File: src/rtl/iuq_ram_pkg.sv
// rtl/iuq_ram_pkg.sv - shared state encoding, command layout and defaults for the IU RAM sequencer
package iuq_ram_pkg;

  localparam int INSTR_W       = 32;
  localparam int EXT_W         = 4;
  localparam int CMD_W         = INSTR_W + EXT_W;
  localparam int DEF_MAX_FLUSH = 3;
  localparam int DEF_TMO_W     = 8;

  typedef enum logic [1:0] {
    ST_IDLE  = 2'd0,
    ST_ISSUE = 2'd1,
    ST_WAIT  = 2'd2,
    ST_FIN   = 2'd3
  } ram_state_e;

  typedef struct packed {
    logic [INSTR_W-1:0] instr;
    logic [EXT_W-1:0]   ext;
  } ram_cmd_t;

  function automatic ram_cmd_t split_cmd(input logic [CMD_W-1:0] raw);
    return ram_cmd_t'(raw);
  endfunction

endpackage

File: src/rtl/iuq_ram_rr_arb.sv
// rtl/iuq_ram_rr_arb.sv - round-robin arbiter: first request at or after the pointer, with wrap
module iuq_ram_rr_arb #(
  parameter int REQS  = 2,
  parameter int IDX_W = (REQS > 1) ? $clog2(REQS) : 1
) (
  input  logic [REQS-1:0]  i_req,
  input  logic [IDX_W-1:0] i_ptr,
  output logic [REQS-1:0]  o_gnt,
  output logic [IDX_W-1:0] o_idx
);

  logic [IDX_W-1:0] w_j;

  // Walk from the farthest slot back to the pointer so the nearest request is written last.
  always_comb begin
    o_gnt = '0;
    o_idx = '0;
    w_j   = '0;
    for (int k = REQS - 1; k >= 0; k--) begin
      w_j = IDX_W'((int'(i_ptr) + k) % REQS);
      if (i_req[w_j]) begin
        o_gnt      = '0;
        o_gnt[w_j] = 1'b1;
        o_idx      = w_j;
      end
    end
  end

endmodule

File: src/rtl/iuq_ram_ctrl.sv
// rtl/iuq_ram_ctrl.sv - arbitrates requester RAM commands and sequences issue, wait and completion
// Requester i and thread t sit at bit (N-1-i) of their vectors, matching MSB-first rq_instr packing.
module iuq_ram_ctrl
  import iuq_ram_pkg::*;
#(
  parameter int THREADS   = 2,
  parameter int REQS      = 2,
  parameter int TID_W     = (THREADS > 1) ? $clog2(THREADS) : 1,
  parameter int MAX_FLUSH = DEF_MAX_FLUSH,
  parameter int TMO_W     = DEF_TMO_W
) (
  input  logic                    nclk,
  input  logic                    nrst,
  input  logic [REQS-1:0]         rq_val,
  input  logic [REQS*CMD_W-1:0]   rq_instr,
  input  logic [REQS*TID_W-1:0]   rq_tid,
  output logic [REQS-1:0]         rq_ack,
  output logic [REQS-1:0]         rq_done,
  output logic [REQS-1:0]         rq_err,
  input  logic [TMO_W-1:0]        tmo_limit,
  output logic [INSTR_W-1:0]      pc_iu_ram_instr,
  output logic [EXT_W-1:0]        pc_iu_ram_instr_ext,
  output logic                    pc_iu_ram_issue,
  output logic [THREADS-1:0]      pc_iu_ram_active,
  input  logic                    iu_pc_ram_done,
  input  logic [THREADS-1:0]      cp_flush,
  output logic                    ram_busy
);

  localparam int IDX_W = (REQS > 1) ? $clog2(REQS) : 1;
  localparam int FL_W  = $clog2(MAX_FLUSH + 1);

  ram_state_e       r_state;
  ram_state_e       w_next;
  ram_cmd_t         r_cmd;
  logic [TID_W-1:0] r_tid;
  logic [IDX_W-1:0] r_owner;
  logic [IDX_W-1:0] r_rr_ptr;
  logic [FL_W-1:0]  r_flush_cnt;
  logic [TMO_W-1:0] r_tmo_cnt;
  logic             r_ok;

  logic [REQS-1:0]  w_req;
  logic [REQS-1:0]  w_gnt;
  logic [IDX_W-1:0] w_idx;
  logic [CMD_W-1:0] w_sel_cmd;
  logic [TID_W-1:0] w_sel_tid;
  logic             w_grant;
  logic             w_own_flush;
  logic             w_abort;
  logic             w_active_on;

  always_comb begin
    w_req = '0;
    for (int i = 0; i < REQS; i++) w_req[i] = rq_val[REQS-1-i];
  end

  iuq_ram_rr_arb #(
    .REQS  (REQS),
    .IDX_W (IDX_W)
  ) u_arb (
    .i_req (w_req),
    .i_ptr (r_rr_ptr),
    .o_gnt (w_gnt),
    .o_idx (w_idx)
  );

  always_comb begin
    w_sel_cmd = '0;
    w_sel_tid = '0;
    for (int i = 0; i < REQS; i++) begin
      if (w_idx == IDX_W'(i)) begin
        w_sel_cmd = rq_instr[(REQS-1-i)*CMD_W +: CMD_W];
        w_sel_tid = rq_tid[(REQS-1-i)*TID_W +: TID_W];
      end
    end
  end

  assign w_grant     = (r_state == ST_IDLE) && (|w_req);
  assign w_active_on = (r_state == ST_ISSUE) || (r_state == ST_WAIT);
  assign w_abort     = (r_flush_cnt == FL_W'(MAX_FLUSH)) ||
                       ((tmo_limit != '0) && (r_tmo_cnt == tmo_limit));

  always_comb begin
    w_own_flush      = 1'b0;
    pc_iu_ram_active = '0;
    for (int t = 0; t < THREADS; t++) begin
      if (r_tid == TID_W'(t)) begin
        w_own_flush                  = cp_flush[THREADS-1-t];
        pc_iu_ram_active[THREADS-1-t] = w_active_on;
      end
    end
  end

  // Ack is gated by reset so every output reads zero while nrst is held low.
  always_comb begin
    rq_ack  = '0;
    rq_done = '0;
    rq_err  = '0;
    for (int i = 0; i < REQS; i++) begin
      rq_ack[REQS-1-i]  = nrst && w_grant && w_gnt[i];
      rq_done[REQS-1-i] = (r_state == ST_FIN) && r_ok && (r_owner == IDX_W'(i));
      rq_err[REQS-1-i]  = (r_state == ST_FIN) && !r_ok && (r_owner == IDX_W'(i));
    end
  end

  always_comb begin
    w_next = r_state;
    case (r_state)
      ST_IDLE:  if (w_grant) w_next = ST_ISSUE;
      ST_ISSUE: w_next = ST_WAIT;
      ST_WAIT:  if (iu_pc_ram_done || w_abort) w_next = ST_FIN;
      ST_FIN:   w_next = ST_IDLE;
      default:  w_next = ST_IDLE;
    endcase
  end

  always_ff @(posedge nclk or negedge nrst) begin
    if (!nrst) begin
      r_state     <= ST_IDLE;
      r_cmd       <= '0;
      r_tid       <= '0;
      r_owner     <= '0;
      r_rr_ptr    <= '0;
      r_flush_cnt <= '0;
      r_tmo_cnt   <= '0;
      r_ok        <= 1'b0;
    end else begin
      r_state <= w_next;
      if (w_grant) begin
        r_cmd       <= split_cmd(w_sel_cmd);
        r_tid       <= w_sel_tid;
        r_owner     <= w_idx;
        r_rr_ptr    <= (w_idx == IDX_W'(REQS - 1)) ? '0 : w_idx + 1'b1;
        r_flush_cnt <= '0;
        r_tmo_cnt   <= '0;
      end
      // A flush stalls the timeout count; the RAM unit replays without a new issue.
      if (r_state == ST_WAIT) begin
        r_ok <= iu_pc_ram_done;
        if (!iu_pc_ram_done && !w_abort) begin
          if (w_own_flush) r_flush_cnt <= r_flush_cnt + 1'b1;
          else if (r_tmo_cnt != '1) r_tmo_cnt <= r_tmo_cnt + 1'b1;
        end
      end
    end
  end

  assign pc_iu_ram_instr     = r_cmd.instr;
  assign pc_iu_ram_instr_ext = r_cmd.ext;
  assign pc_iu_ram_issue     = (r_state == ST_ISSUE);
  assign ram_busy            = (r_state != ST_IDLE);

endmodule

File: config.mk
export PLATFORM = sky130hd
export DESIGN_NAME = iuq_ram_ctrl
export DESIGN_NICKNAME = d
export VERILOG_FILES = /design/src/rtl/iuq_ram_pkg.sv /design/src/rtl/iuq_ram_rr_arb.sv /design/src/rtl/iuq_ram_ctrl.sv
export SDC_FILE = /design/constraint.sdc
export NUM_CORES = 1
export LEC_CHECK = 0
export CORE_MARGIN = 2
export CORE_UTILIZATION = 42
export CTS_CLUSTER_SIZE = 14
export DETAILED_ROUTE_END_ITERATION = 10
export PLACE_DENSITY = 0.85
export RECOVER_POWER = 50
export SKIP_CTS_REPAIR_TIMING = 1
export SYNTH_ARGS = -nofsm -noshare
export SYNTH_HDL_FRONTEND = slang
export SYNTH_SLANG_ARGS = --single-unit
File: constraint.sdc
create_clock -name nclk -period 6.35 [get_ports nclk]
set_input_delay 0.635 -clock nclk [delete_from_list [all_inputs] [get_ports nclk]]
set_output_delay 0.635 -clock nclk [all_outputs]
set_load 0.1 [all_outputs]
# ---- Word-level counts from Yosys, hierarchy flattened
# Cells that the tools add are included.
dict set report classes {
  add_sub_neg 4
  order_cmp 4
  eq_ne 8
  muxes 30
  n_bitwise 1
  n_reduce_logical 25
}
# cell count
set op_table {}
lappend op_table {{2-to-1 mux 8 bit} 5}
lappend op_table {{2-to-1 mux 36 bit} 1}
lappend op_table {{2-to-1 mux 2 bit} 8}
lappend op_table {{logical AND 1 bit} 14}
lappend op_table {{2-to-1 mux 1 bit} 13}
lappend op_table {{adder 8 x 1 -> 8 bit (second input constant)} 1}
lappend op_table {{equality test 8 bit} 1}
lappend op_table {{!= test 8 bit (second input constant)} 1}
lappend op_table {{case mux 2 bit (4 select lines)} 1}
lappend op_table {{nonzero test 8 bit} 1}
lappend op_table {{equality test 2 bit (second input constant)} 3}
lappend op_table {{< comparator 1 x 2 -> 1 bit (second input constant)} 2}
lappend op_table {{logical NOT 1 bit} 3}
lappend op_table {{logical OR 1 bit} 3}
lappend op_table {{adder 1 bit (second input constant)} 2}
lappend op_table {{adder 2 x 1 -> 2 bit (second input constant)} 1}
lappend op_table {{demux 1 bit (select 1 bit)} 2}
lappend op_table {{equality test 2 x 1 -> 1 bit (second input constant)} 1}
lappend op_table {{greater-or-equal comparator 1 bit (second input constant)} 2}
lappend op_table {{logical NOT 2 bit} 1}
lappend op_table {{!= test 2 x 1 -> 1 bit (second input constant)} 1}
lappend op_table {{!= test 2 bit (second input constant)} 1}
lappend op_table {{AND reduction 2 bit} 1}
lappend op_table {{nonzero test 2 bit} 1}
lappend op_table {{other kinds (2)} 2}
dict set report totals {
  register_bits 52
  input_bits 89
  output_inout_bits 46
  word_cells 81
}

# ---- Depth between registers and ports, before layout
dict set report depth {
  word_depth 8
  depth_mapped 8
  ltp_nobuf 6
}

# ---- Modules after synthesis
# A second synthesis with hierarchy kept.
dict set report unflattened {
  cells_unflattened 266
  area_unflattened_um2 2730.1
}
# mod instances cells_each area_each_um2 seq_area_each_um2
set by_module_without_submodules {}
lappend by_module_without_submodules {iuq_ram_ctrl 1 262 2703.8 1301.2}
lappend by_module_without_submodules {iuq_ram_rr_arb 1 4 26.3 0.0}

# ---- Worst setup path after synthesis
# No wires, ideal clock.
dict set report synth_path {
  kind {register to output}
  start {reg r_state[0]}
  end {out rq_err[1]}
  arrival_ns 2.764
  required_time_ns 5.715
  setup_slack_ns 2.951
  stages_incl_launch_ff 3
  n_path_buf 0
  cell_sequence {dfrtp_1 ha_1 nor3b_1}
}
dict set report synth_via {
  elab_chain_cells 3
}
# element line_no
set synth_lines {}
lappend synth_lines {{from (decl)} iuq_ram_ctrl.sv:33} ;# ram_state_e r_state;
lappend synth_lines {{from (signal assigned)} iuq_ram_ctrl.sv:129} ;# r_state <= w_next;
lappend synth_lines {{equality test 2 bit} iuq_ram_ctrl.sv:103} ;# rq_err[REQS-1-i] = (r_state == ST_FIN) && !r_ok && (r_owner == IDX_W'(i));
lappend synth_lines {{logical AND 1 bit (2 in a row)} iuq_ram_ctrl.sv:103}
lappend synth_lines {{to (decl)} iuq_ram_ctrl.sv:19} ;# output logic [REQS-1:0] rq_err,
# No other way between the ends.

# ---- Worst setup path after layout
dict set report layout_path {
  start {in nrst}
  end {out rq_ack[1]}
}
dict set report layout_via {
  elab_chain_cells 2
}
# element line_no
set layout_lines {}
lappend layout_lines {{from (decl)} iuq_ram_ctrl.sv:13} ;# input logic nrst,
lappend layout_lines {{logical AND 1 bit (2 in a row)} iuq_ram_ctrl.sv:101} ;# rq_ack[REQS-1-i] = nrst && w_grant && w_gnt[i];
lappend layout_lines {{to (decl)} iuq_ram_ctrl.sv:17} ;# output logic [REQS-1:0] rq_ack,
# No other way between the ends.

==> run_results.csv <==
group,metric,value,unit
flow_run,max-cap-violations,1,
clock_network,root_buffer,"sky130_fd_sc_hd__clkbuf_8",
global_routing,gr-usage-all-layers,0.206,
worst_setup_path,worstPathRequired,5.71,ns
logic_synthesis,syn_avg_cell_area,10.9,um^2
floorplanning,die_y,81.7,um
placement,place.detailed.hpwl,4980,um
cells_and_area,layout_commonest_cell,"sky130_fd_sc_hd__clkdlybuf4s50_1",
worst_setup_path,crit-reg2reg-capture,"r_tid",
clock_network,cts_tree,"yes",
drt,dr_total_vias,2413,
worst_hold_path,worst_hold_path.endpoint,"pc_iu_ram_instr[0]",
floorplanning,ioPinCount,135,
worst_hold_path,hold_path.startpoint,"pc_iu_ram_instr[0]",
global_routing,grt_start_max_net_pins,48,
clock_network,cts.reportedPaths.clkPinSlew,0.10,ns
cells_and_area,mostFrequentLayoutCells,"sky130_fd_sc_hd__clkdlybuf4s50_1, sky130_fd_sc_hd__dfrtp_1, sky130_fd_sc_hd__inv_1, sky130_fd_sc_hd__a222oi_1, sky130_fd_sc_hd__nand2_1",
worst_setup_path,reg2reg_from,"r_state[0]",
logic_synthesis,syn_nets,327,
logic_synthesis,synth-edff-count,0,
run_status,failed_checks,"max-capacitance violations, max-slew violations",
drt,routed_wirelength,6990,um
sta,final_setup_vio_count,0,
drt,drt_iter0_drc,323,
cells_and_area,multiInputGateArea,0.00103,mm^2
sta,drv_slew,48,
sta,finalCriticalPeriod,4.80,ns
run_status,outcome,"complete, but fails checks",
sta,finalHoldViolations,0,
cells_and_area,layout.area.seq,0.00130,mm^2
sta,fin_worst_skew,0.00884,ns
sta,grt_setup_unrepaired,"no",
floorplanning,rows,28,
logic_synthesis,yosys_warnings,0,
drt,ant_nets,0,
clock_network,htree_levels,2,
worst_setup_path,timing.reg2reg.setup_slack,3.16,ns
logic_synthesis,syn_inst,232,
sta,final_min_period_over_clock_period,0.755,
worst_hold_path,worst_hold_path.num_cells,2,
clock_network,clock_latency,0.30,ns
clock_network,cts_made_buffers,5,
worst_setup_path,r2r_cells,5,
placement,routabilityCongestion,0.751,
cells_and_area,area_growth,58.7,%
worst_setup_path,worst-endpoint-arrival,4.16,ns
worst_setup_path,timing.setup.critical_path_class,"primary input to primary output",
cells_and_area,filler_cell_count,474,
drt,drt-pass1-iter-count,8,
cells_and_area,post_route_cells_drive_above_1_share,0.0416,
floorplanning,dieWidth,81.7,um
cells_and_area,antenna_cells,0,
logic_synthesis,synthFlopType,"sky130_fd_sc_hd__dfrtp_1",
worst_hold_path,hold_path.class,"flop to flop",
placement,placement.io_buffers,134,
drt,post_drt_wl_per_cell,16.0,um
drt,via_count_normalized_by_instance_count,5.53,
clock_network,clock_sink_count,52,
logic_synthesis,yosys_register_bits,52,
worst_setup_path,end_kind,"primary output",
floorplanning,start_util,0.431,
sta,fin_setup_tns,0,ns
sta,worstMarginPinSlew,3.32,ns
logic_synthesis,async_reset_ff_frac,1.00,
logic_synthesis,post_synth_instance_area,0.00253,mm^2
floorplanning,core,0.00589,mm^2
logic_synthesis,post_synth_num_cell_types,42,
sta,slew-limit-headroom,-1.23,
sta,fmax_achieved,208,MHz
logic_synthesis,synth_seq_area_share,0.513,
floorplanning,die_area,0.00667,mm^2
global_routing,grt_antenna_before_repair,0,
worst_setup_path,start_kind,"primary input",
global_routing,overflow,0,
clock_network,cts_max_path_buffers,2,
global_routing,grt_pass1_vias,2371,
drt,drc_errors_left,0,
global_routing,grt_pass1_wl,10500,um
cells_and_area,finalNetCount,455,
worst_setup_path,critical_path.max_fanout,28,
final cells by class:
class                   count  area share
clock buffers               5      0.0171
inverters                  43      0.0401
multi-input cells         122       0.256
well taps                  75      0.0233
repair buffers            136       0.335
clock inverters             3     0.00529
flip-flops and latches     52       0.323
registers in the layout, summed over array words and instances, names as in the netlist:
| signal | count |
|---|---|
| r_tid | 1 |
| r_rr_ptr | 1 |
| r_flush_cnt | 2 |
| r_ok | 1 |
| r_tmo_cnt | 8 |
| r_owner | 1 |
| r_state | 2 |
| pc_iu_ram_instr_ext | 4 |
| pc_iu_ram_instr | 32 |
critical path, cell delays in order:
cell and delay [ns]:
sky130_fd_sc_hd__clkbuf_1 0.95, sky130_fd_sc_hd__clkbuf_1 1.12, sky130_fd_sc_hd__and3_1 0.31, sky130_fd_sc_hd__clkdlybuf4s50_1 1.14
cells in the mapped netlist, drive strengths merged (2+ instances only):
cell    count  share of area
inv        43          0.064
xnor2       8          0.028
and3        5          0.016
a21o        4          0.012
and2        2         0.0049
nand2      11          0.016
a21oi       2         0.0039
ha          6          0.030
dfrtp      52           0.51
clkbuf     12          0.018
a211oi      3         0.0089
nor4        4         0.0099
o21ai       3         0.0059
nand4       2         0.0049
nand3       2         0.0039
nand2b      2         0.0049
nor2        3         0.0044
buf         3         0.0074
mux2        3          0.013
xor2        4          0.014
o211ai      2         0.0059
mux2i       4          0.016
a222oi     37           0.15
kinds of logic (layout without fill, tap and decap cells):
kind of cell,after synthesis,in the layout,share of synthesized area
AOI/OAI and AO/OA,57,57,0.204
DFF,52,52,0.513
adders and majority gates,6,6,0.0296
muxes,7,7,0.0291
and+or+nand+nor,40,40,0.0938
xor gates and xnor gates,12,12,0.0415
buffers and inverters,58,187,0.0888
routing by layer:
layer  global-route usage  vias up  routed length (um)
li1                     -     1121                   -
met1                0.241     1175                2910
met2                0.380      109                3560
met3               0.0407        8                 454
met4               0.0633        0                  65
met5                    0        -                   0
worst max path at each step:
| stage | start | endpoint | slack [ns] | cells past startpoint |
|---|---|---|---|---|
| 3_5_place_dp | rq_val[1] | rq_ack[1] | 2.12 | 5 |
| 5_1_grt | nrst | rq_ack[1] | 1.06 | 4 |
| 2_1_floorplan | r_state[0] | rq_err[1] | 2.95 | 2 |
| 3_3_place_gp | rq_val[1] | rq_ack[1] | 2.14 | 5 |
| 4_1_cts | rq_val[1] | rq_ack[1] | 2.11 | 5 |
| 6_report | nrst | rq_ack[1] | 1.55 | 4 |
stage by stage:
stage          utilization  setup slack, ns  area [um^2]  cells  hold WS (ns)
2_1_floorplan            -             2.95         2530    232         0.339
3_3_place_gp         0.671             2.14         3950    428         0.467
3_5_place_dp         0.671             2.12         3950    428         0.473
4_1_cts              0.686             2.11         4040    436         0.327
5_1_grt              0.684             1.06         4020    436         0.527
6_report             0.684             1.55         4020    436         0.501
Power is left out: the tool's default activity adds up to more than one toggle a clock period on the data nets, which glitch-free logic cannot reach.
